## src/rtl/dma_snd_out.sv

```systemverilog
// DMA sound playback: strobe-loaded word FIFO drained at the sample rate into 8-bit L/R samples.
// Optional build macro DMASND_UNDERRUN_EN zeroes outputs on underrun and adds the sticky unr flag.
module dma_snd_out #(
  parameter int unsigned DEPTH    = 4,
  parameter int unsigned DIV_BASE = 640
) (
  input  logic        clk32,
  input  logic        res,
  input  logic        sndon,
  input  logic        mono,
  input  logic [1:0]  rate,
  input  logic        sload_n,
  input  logic [15:0] din,
  output logic        sreq,
  output logic [7:0]  snd_l,
  output logic [7:0]  snd_r,
  output logic [2:0]  level,
  output logic        ovf
`ifdef DMASND_UNDERRUN_EN
  ,
  output logic        unr
`endif
);

  localparam int unsigned AW = $clog2(DEPTH);
  localparam logic [AW-1:0] PtrOne = 1;

  logic [15:0]   mem_q [DEPTH];
  logic [AW-1:0] wr_ptr_q, wr_ptr_d, rd_ptr_q, rd_ptr_d;
  logic [2:0]    level_q, level_d;
  logic          sload_q, sload_qq;
  logic [12:0]   div_q, div_d, period;
  logic [1:0]    rate_q, rate_d;
  logic          bsel_q, bsel_d;
  logic          ovf_q, ovf_d;
  logic [7:0]    snd_l_q, snd_l_d, snd_r_q, snd_r_d;
  logic          push_req, push, pop, tick, full, empty;
  logic [15:0]   head;
`ifdef DMASND_UNDERRUN_EN
  logic          unr_q, unr_d, sndon_q;
`endif

  assign full     = (level_q == 3'(DEPTH));
  assign empty    = (level_q == 3'd0);
  assign push_req = sload_qq & ~sload_q & sndon;
  assign push     = push_req & ~full;
  assign period   = 13'(DIV_BASE << (2'd3 - rate_q));
  assign tick     = sndon & (div_q == period - 13'd1);
  assign head     = mem_q[rd_ptr_q];
  // In mono, the first byte of a word leaves it in the FIFO.
  assign pop      = tick & ~empty & (~mono | bsel_q);

  assign sreq  = sndon & ~res & (level_q < 3'(DEPTH - 1));
  assign snd_l = snd_l_q;
  assign snd_r = snd_r_q;
  assign level = level_q;
  assign ovf   = ovf_q;
`ifdef DMASND_UNDERRUN_EN
  assign unr   = unr_q;
`endif

  always_comb begin
    wr_ptr_d = wr_ptr_q;
    rd_ptr_d = rd_ptr_q;
    level_d  = level_q;
    bsel_d   = bsel_q;
    snd_l_d  = snd_l_q;
    snd_r_d  = snd_r_q;
    ovf_d    = ovf_q | (push_req & full);
    div_d    = tick ? 13'd0 : div_q + 13'd1;
    rate_d   = tick ? rate : rate_q;
`ifdef DMASND_UNDERRUN_EN
    unr_d    = (sndon & ~sndon_q) ? 1'b0 : unr_q;
`endif

    if (push) wr_ptr_d = wr_ptr_q + PtrOne;
    if (pop)  rd_ptr_d = rd_ptr_q + PtrOne;
    if (push & ~pop)      level_d = level_q + 3'd1;
    else if (pop & ~push) level_d = level_q - 3'd1;

    if (tick) begin
      if (empty) begin
`ifdef DMASND_UNDERRUN_EN
        snd_l_d = 8'd0;
        snd_r_d = 8'd0;
        unr_d   = 1'b1;
`endif
      end else if (mono & ~bsel_q) begin
        snd_l_d = head[15:8];
        snd_r_d = head[15:8];
        bsel_d  = 1'b1;
      end else if (mono) begin
        snd_l_d = head[7:0];
        snd_r_d = head[7:0];
        bsel_d  = 1'b0;
      end else begin
        snd_l_d = head[15:8];
        snd_r_d = head[7:0];
        bsel_d  = 1'b0;
      end
    end

    if (!sndon) begin
      wr_ptr_d = '0;
      rd_ptr_d = '0;
      level_d  = 3'd0;
      bsel_d   = 1'b0;
      div_d    = 13'd0;
      rate_d   = rate;
      snd_l_d  = 8'd0;
      snd_r_d  = 8'd0;
    end
  end

  always_ff @(posedge clk32) begin
    if (res) begin
      sload_q  <= 1'b1;
      sload_qq <= 1'b1;
      wr_ptr_q <= '0;
      rd_ptr_q <= '0;
      level_q  <= 3'd0;
      div_q    <= 13'd0;
      rate_q   <= rate;
      bsel_q   <= 1'b0;
      ovf_q    <= 1'b0;
      snd_l_q  <= 8'd0;
      snd_r_q  <= 8'd0;
`ifdef DMASND_UNDERRUN_EN
      unr_q    <= 1'b0;
      sndon_q  <= 1'b0;
`endif
    end else begin
      sload_q  <= sload_n;
      sload_qq <= sload_q;
      wr_ptr_q <= wr_ptr_d;
      rd_ptr_q <= rd_ptr_d;
      level_q  <= level_d;
      div_q    <= div_d;
      rate_q   <= rate_d;
      bsel_q   <= bsel_d;
      ovf_q    <= ovf_d;
      snd_l_q  <= snd_l_d;
      snd_r_q  <= snd_r_d;
`ifdef DMASND_UNDERRUN_EN
      unr_q    <= unr_d;
      sndon_q  <= sndon;
`endif
    end
  end

  // Storage needs no reset: pointers and level define what is valid.
  always_ff @(posedge clk32) begin
    if (push) mem_q[wr_ptr_q] <= din;
  end

endmodule
```

## config.mk

```make
export PLATFORM = sky130hd
export DESIGN_NAME = dma_snd_out
export DESIGN_NICKNAME = d
export VERILOG_FILES = /design/src/rtl/dma_snd_out.sv
export SDC_FILE = /design/constraint.sdc
export NUM_CORES = 1
export LEC_CHECK = 0
export ABC_AREA = 1
export BUFFER_PORTS_ARGS = -buffer_cell sky130_fd_sc_hd__buf_4
export CAP_MARGIN = 40
export CORE_ASPECT_RATIO = 1.75
export CORE_MARGIN = 2
export CORE_UTILIZATION = 40
export CTS_CLUSTER_DIAMETER = 100
export DETAILED_ROUTE_END_ITERATION = 10
export PLACE_DENSITY_LB_ADDON = 0.15
export SLEW_MARGIN = 5
export SYNTH_ARGS = -nofsm -noshare
export SYNTH_HDL_FRONTEND = slang
export SYNTH_SLANG_ARGS = --single-unit
export TNS_END_PERCENT = 20
```

## constraint.sdc

```tcl
create_clock -name clk32 -period 2.2 [get_ports clk32]
set_input_delay 0.11 -clock clk32 [delete_from_list [all_inputs] [get_ports clk32]]
set_output_delay 0.11 -clock clk32 [all_outputs]
set_load 0.01 [all_outputs]
```

==> run metrics, run 1 <==
I/O pin count=44; HP Class=in -> reg; DR WL/cell=14.6 µm; drt drc=0; startpoint types=flip-flop; crit path capture=level[2]; internal power=3.31 mW; switching power=0.919 mW; post-synth cell types=35; total track usage=18.1%; clock sink count=108; Worst R2R Setup Slack=-0.13 ns; Max-Cap Viols=0; RSZ-0062 raised after global routing=true; vias in the first global route=3738; # diodes=0; RR Startpoint=rate_q[0]; Arr. time, crit path=2.63 ns; Slew headroom=70.5%; maximum number of pins on one net before global-route repair=33; reg2reg end=level[2]; Synth-to-Final Area Change=28.0%; syn avg cell area=9.09 µm²; Floorplan Core Area=11600 µm²; share of cells above drive strength 1=23.0%; Total Nets Final=651; VDD IR max=0.368 mV; Setup Skew=0.00973 ns; vias per cell=4.85; sequential power share=51.4%; first-pass detailed-route iteration total=5; Setup crit start=rate_q[0]; cell count after synthesis=527; Switching Share=21.7%; Initial Utilization=41.1%; Iter 0 DRT Violations=129; Placement Setup Slack=-0.145 ns; CTS max path bufs=2; Leak=2.50 nW; total power=4.23 mW; crit-path max FO=4; FF+latch count, synth=108; Hold WS=0.103 ns; minimum clock period=2.33 ns; register area share after synthesis=58.9%; detailed-route via count=3671; post-route ant nets=0; CP endpoint kind=flip-flop; placed cell areas=5380 µm²; Worst-path clk slew=0.07 ns; Slew @ Worst Pin=0.442 ns; setup ws final=-0.132 ns; Detailed Route WL=11.0 mm; hold depth=3; combinational share of power=5.9%; pwr dens=689 nW/µm²; grt ovf=0; Final Hold Fails=0; setup violators final=2; Post-DP HPWL=7.58 mm; status=finished, violations left; Clock power frac=42.7%; WP data required=2.50 ns; number of fill cells=1069; full die area=12900 µm²; GP Congestion=0.796; first-pass GRT wire length=17.7 mm; Total Neg Setup Slack=-0.252 ns; area of the multi-input gates=1840 µm²; H-tree Lvls=3; Rows=52; crit share post-route=106%; antenna violations before repair=0; register area=2820 µm²; Max Fclk=429 MHz; max-slew violations=0; Yosys warnings=0; syn_nets=561; die height=149 µm; Worst R2R Path Depth=15; Syn Std Cell Area=4790 µm²; Finished Cell Area=6130 µm²; violated checks=setup timing; clock latency on the worst-skew pair=0.35 ns; port buffer count=43; Die Width=86.7 µm; Crit Path Category=reg -> reg; root cell of the clock tree=clkbuf_16; CTS tree=yes; TritonCTS Buffers=9
[synthesized netlist by cell type, drive strengths merged]
| master | n | area [µm²] |
|---|---|---|
| dfxtp | 42 | 841 |
| nor3 | 6 | 30.0 |
| o211a | 1 | 10.0 |
| and2 | 1 | 6.26 |
| nor3b | 2 | 15.0 |
| nand4 | 5 | 31.3 |
| ha | 10 | 125 |
| buf | 7 | 47.5 |
| or2 | 3 | 18.8 |
| fa | 1 | 20.0 |
| edfxtp | 66 | 1980 |
| o21ai | 14 | 73.8 |
| nand3 | 51 | 260 |
| a211oi | 1 | 7.51 |
| clkinv | 1 | 3.75 |
| xnor2 | 2 | 17.5 |
| inv | 54 | 203 |
| clkbuf | 9 | 33.8 |
| xor2 | 3 | 26.3 |
| a31oi | 1 | 6.26 |
| nand2 | 171 | 684 |
| nor2 | 50 | 205 |
| o21a | 1 | 7.51 |
| a21oi | 25 | 133 |
[kinds of logic (layout without fill, tap and decap cells)]
group           count (synthesis)  in the layout  share of synthesized area, %
simple gates                  289            292                          26.1
flops                         108            108                          58.9
buf+inv                        71            163                          6.01
compound gates                 43             43                          4.96
fa+ha+maj                      11             11                          3.03
xor+xnor                        5              5                         0.915
[worst min-delay path by stage]
stage	from	end	slack (ns)
finish	sndon	level[0]	0.10
global route	sndon	level[0]	0.11
CTS	sndon	level[0]	0.09
detailed placement	rate[0]	rate_q[0]	0.29
global placement	rate[1]	rate_q[1]	0.29
floorplan	res	ovf	0.18
[worst max-delay path: stages (launching register included)]
cell      delay [ns]
edfxtp_1        0.45
inv_2           0.14
ha_4            0.18
inv_4           0.05
nand2_2         0.06
nand3_2         0.08
nand2_2         0.11
nor2_2          0.06
nand4_1         0.10
ha_2            0.18
inv_2           0.04
fa_2            0.37
a21oi_2         0.13
o21ai_2         0.07
a21oi_1         0.15
o21a_1          0.13
[power by group through the flow]
stage	clock network (mW)	logic (mW)	registers, mW
floorplan	0	0.103	2.22
global placement	0	0.190	2.22
detailed placement	0	0.195	2.22
CTS	1.85	0.239	2.17
global route	1.92	0.280	2.18
finish	1.80	0.251	2.17
[repair_timing]
action,4_1_cts,5_1_grt
resized for setup,12,14
hold endpoints to repair,69,0
gates cloned,0,3
setup endpoints to repair,2,27
buffers inserted,3,3
hold buffers,20,0
pin swaps,9,19
[routing by layer]
| layer | part of all wire [%] | wire, µm | vias up | track usage (%) |
|---|---|---|---|---|
| met4 | 2.5 | 277 | 0 | 7.97 |
| li1 | - | - | 1892 | - |
| met3 | 1.9 | 212 | 16 | 2.55 |
| met1 | 37 | 4070 | 1720 | 18.2 |
| met5 | 0 | 0 | - | 0 |
| met2 | 59 | 6460 | 43 | 35.5 |
[flip-flops by register name, summed over array words and instances, names as in the netlist, 2 cells and up, named ones only]
name and flops:
snd_r 8, wr_ptr_q 2, mem_q 64, level 3, div_q 13, snd_l 8
rd_ptr_q 2, rate_q 2
[placed cells by master (no fill, tap or decap), drive strengths merged]
| cell | instances |
|---|---|
| a211oi | 1 |
| dlygate4sd3 | 20 |
| inv | 57 |
| ha | 10 |
| nor3 | 6 |
| nor2 | 50 |
| and2 | 1 |
| xnor2 | 2 |
| clkinv | 3 |
| a21oi | 25 |
| edfxtp | 66 |
| o21a | 1 |
| o21ai | 14 |
| dfxtp | 42 |
| o211a | 1 |
| nand4 | 5 |
| nor3b | 2 |
| bufinv | 2 |
| nand2 | 174 |
| xor2 | 3 |
| or2 | 3 |
| fa | 1 |
| nand3 | 51 |
| a31oi | 1 |
| buf | 72 |
| clkbuf | 9 |
[stage by stage]
| step | util (%) | cells |
|---|---|---|
| floorplan | - | 527 |
| global route | 52.6 | 757 |
| CTS | 51.5 | 751 |
| detailed placement | 46.2 | 712 |
| finish | 52.6 | 757 |
| global placement | 46.2 | 712 |
[area by class of cell]
cell class              count  share of cell area (%)
clock inverters             7                    1.90
multi-input cells         351                    29.9
well taps                 135                    2.76
clock buffers               9                    3.67
flip-flops and latches    108                    46.0
repair buffers             92                    12.3
inverters                  55                    3.41
Power figures use the tool's default switching activity.
==> run 2, diff against run 1 <==
==> constraint.sdc (replaced) <==
create_clock -name clk32 -period 2.2 [get_ports clk32]
set_input_delay 0.44 -clock clk32 [delete_from_list [all_inputs] [get_ports clk32]]
set_output_delay 0.44 -clock clk32 [all_outputs]
set_load 0.01 [all_outputs]
==> run metrics, run 2 (synthesized netlist as in run 1, its figures left out) <==
VDD IR max=0.460 mV (+25%); vias per cell=4.93 (+1.6%); Crit path max-delay family=adder cells; Buf/Inv on CP=3 (unchanged); Critical Path Max Stage Delay=0.44 ns (about the same); detailed-route via count=3597 (-2.0%); crit-path cells=buf_6 -> ha_4 -> inv_2 -> nand2_1 -> nand3_2 -> nand2_2 -> nor2_2 -> nand4_1 -> ha_2 -> inv_2 -> fa_2 -> o21ai_1 -> a21oi_1; max-slew violations=0 (unchanged); total power=3.88 mW (-8.3%); # diodes=0 (unchanged); status=finished, violations left; utilization after layout=49.2% (-3.4 points); minimum clock period=2.30 ns (-0.0288 ns); Total Nets Final=624 (-4.1%); port buffer count=43 (unchanged); share of cells above drive strength 1=21.0% (-2.0 points); H-tree Lvls=3 (unchanged); Worst path slowest cell=edfxtp_1; Worst-path clk slew=0.07 ns (about the same); drt drc=0 (unchanged); TritonCTS Buffers=9 (unchanged); WP data required=2.45 ns (-0.05 ns); maximum number of pins on one net before global-route repair=33 (unchanged); Rows=52 (unchanged); Leak=2.34 nW (-6.7%); root cell of the clock tree=clkbuf_16; Setup Skew=0.0111 ns (+0.00133 ns); pwr dens=676 nW/µm² (-1.9%); register with the most flip-flops=mem_q; Max-Cap Viols=0 (unchanged); Hold Buf Count CTS=0 (-100%); post-route ant nets=0 (unchanged); die height=149 µm (unchanged); Floorplan Core Area=11600 µm² (unchanged); Slew headroom=69.2% (-1.4 points); CP endpoint kind=flip-flop; Die Width=86.7 µm (unchanged); Post-DP HPWL=7.42 mm (-2.1%); clock sink count=108 (unchanged); number of fill cells=1127 (+5.4%); HP Class=in -> reg; setup ws final=-0.103 ns (+0.0288 ns); vias in the first global route=3645 (-2.5%); Max Fclk=434 MHz (+1.3%); Iter 0 DRT Violations=213 (+65%); first-pass GRT wire length=17.1 mm (-3.1%); startpoint types=flip-flop; Final Hold Fails=0 (unchanged); CTS tree=yes; violated checks=setup timing; I/O pin count=44 (unchanged); total track usage=17.5% (-0.60 points); commonest non-fill, non-tap cell in the layout=nand2_1; register area=2820 µm² (unchanged); crit share post-route=105% (-1.3 points); setup violators final=2 (unchanged); full die area=12900 µm² (unchanged); commonest non-fill, non-tap cells in the layout=nand2_1 (154), buf_4 (67), edfxtp_1 (66); crit-path most repeated cell=inv_2; area of the multi-input gates=1740 µm² (-5.0%); top flop regs=mem_q: 64 flops, div_q: 13 flops; Initial Utilization=41.1% (unchanged); first-pass detailed-route iteration total=4 (-1); Hold WS=0.268 ns (+0.165 ns); CTS max path bufs=2 (unchanged); RSZ-0062 raised after global routing=true; Placement Setup Slack=-0.136 ns (+0.00898 ns); grt ovf=0 (unchanged); Total Neg Setup Slack=-0.195 ns (+0.0572 ns); Crit Path Category=reg -> reg; clock latency on the worst-skew pair=0.35 ns (about the same); max FFs per register=64 (unchanged); Slew @ Worst Pin=0.462 ns (+0.0203 ns); antenna violations before repair=0 (unchanged); Detailed Route WL=10.4 mm (-5.2%); crit-path max FO=4 (unchanged); Synth-to-Final Area Change=19.6%; DR WL/cell=14.3 µm (-1.7%); Arr. time, crit path=2.55 ns (-0.08 ns); GP Congestion=0.804 (+1.1%)
-- run 2: changes by cell type in the layout (fill, tap and decap cells not counted), moves of 2 or more --
cell	delta
clkinv_1	+2
dlygate4sd3_1	-20
inv_8	-2
nand2_8	-2
inv_6	+2
buf_4	-4
bufinv_16	-2
-- run 2: per-layer routing --
metal | part of all wire (%) | global-route usage [%] | vias to the layer above
li1 | - | - | 1831
met1 | 37 | 17.7 | 1705
met2 | 57 | 32.8 | 47
met3 | 2.7 | 4.10 | 14
met4 | 2.9 | 8.28 | 0
met5 | 0 | 0 | -
-- run 2: area by class of cell --
class	count	share of cell area (%)
Timing Repair Buffer	68	8.98
Tap cell	135	2.95
Sequential cell	108	49.3
Inverter	55	3.60
Clock buffer	9	3.93
Multi-Input combinational cell	348	30.4
Clock inverter	7	0.830
-- run 2: worst register-to-register path: stages, from the launching register on --
cell	delay, ns
edfxtp_1	0.44
buf_6	0.16
ha_4	0.16
inv_2	0.08
nand2_1	0.07
nand3_2	0.08
nand2_2	0.07
nor2_2	0.13
nand4_1	0.13
ha_2	0.21
inv_2	0.08
fa_2	0.42
o21ai_1	0.12
a21oi_1	0.05
-- run 2: worst paths after layout --
kind                            slack, ns      start  endpoint  cells past startpoint
worst max register to register      -0.10  rate_q[1]  level[1]                     13
worst min register to register       0.44    sload_q  sload_qq                      1
worst min-delay path                 0.27        res       ovf                      2
worst max-delay path                -0.10  rate_q[1]  level[1]                     13
-- run 2: per-stage QoR --
step                instances  instance area (µm²)
global route              730                 5730
detailed placement        710                 5370
global placement          710                 5370
finish                    730                 5730
CTS                       729                 5690
floorplan                 527                 4800
-- run 2: what timing repair did --
item                                    in CTS  in global routing
pin swaps                                    4                  5
endpoints found under the setup margin       2                 30
buffers inserted                             3                  1
resized for setup                            6                  9
gates cloned                                 0                  0
-- run 2: report_power, final --
| group | switching (mW) | total (mW) | internal (mW) |
|---|---|---|---|
| sequential | 0.0104 | 2.17 | 2.16 |
| combinational | 0.118 | 0.205 | 0.0864 |
| clock | 0.726 | 1.50 | 0.771 |
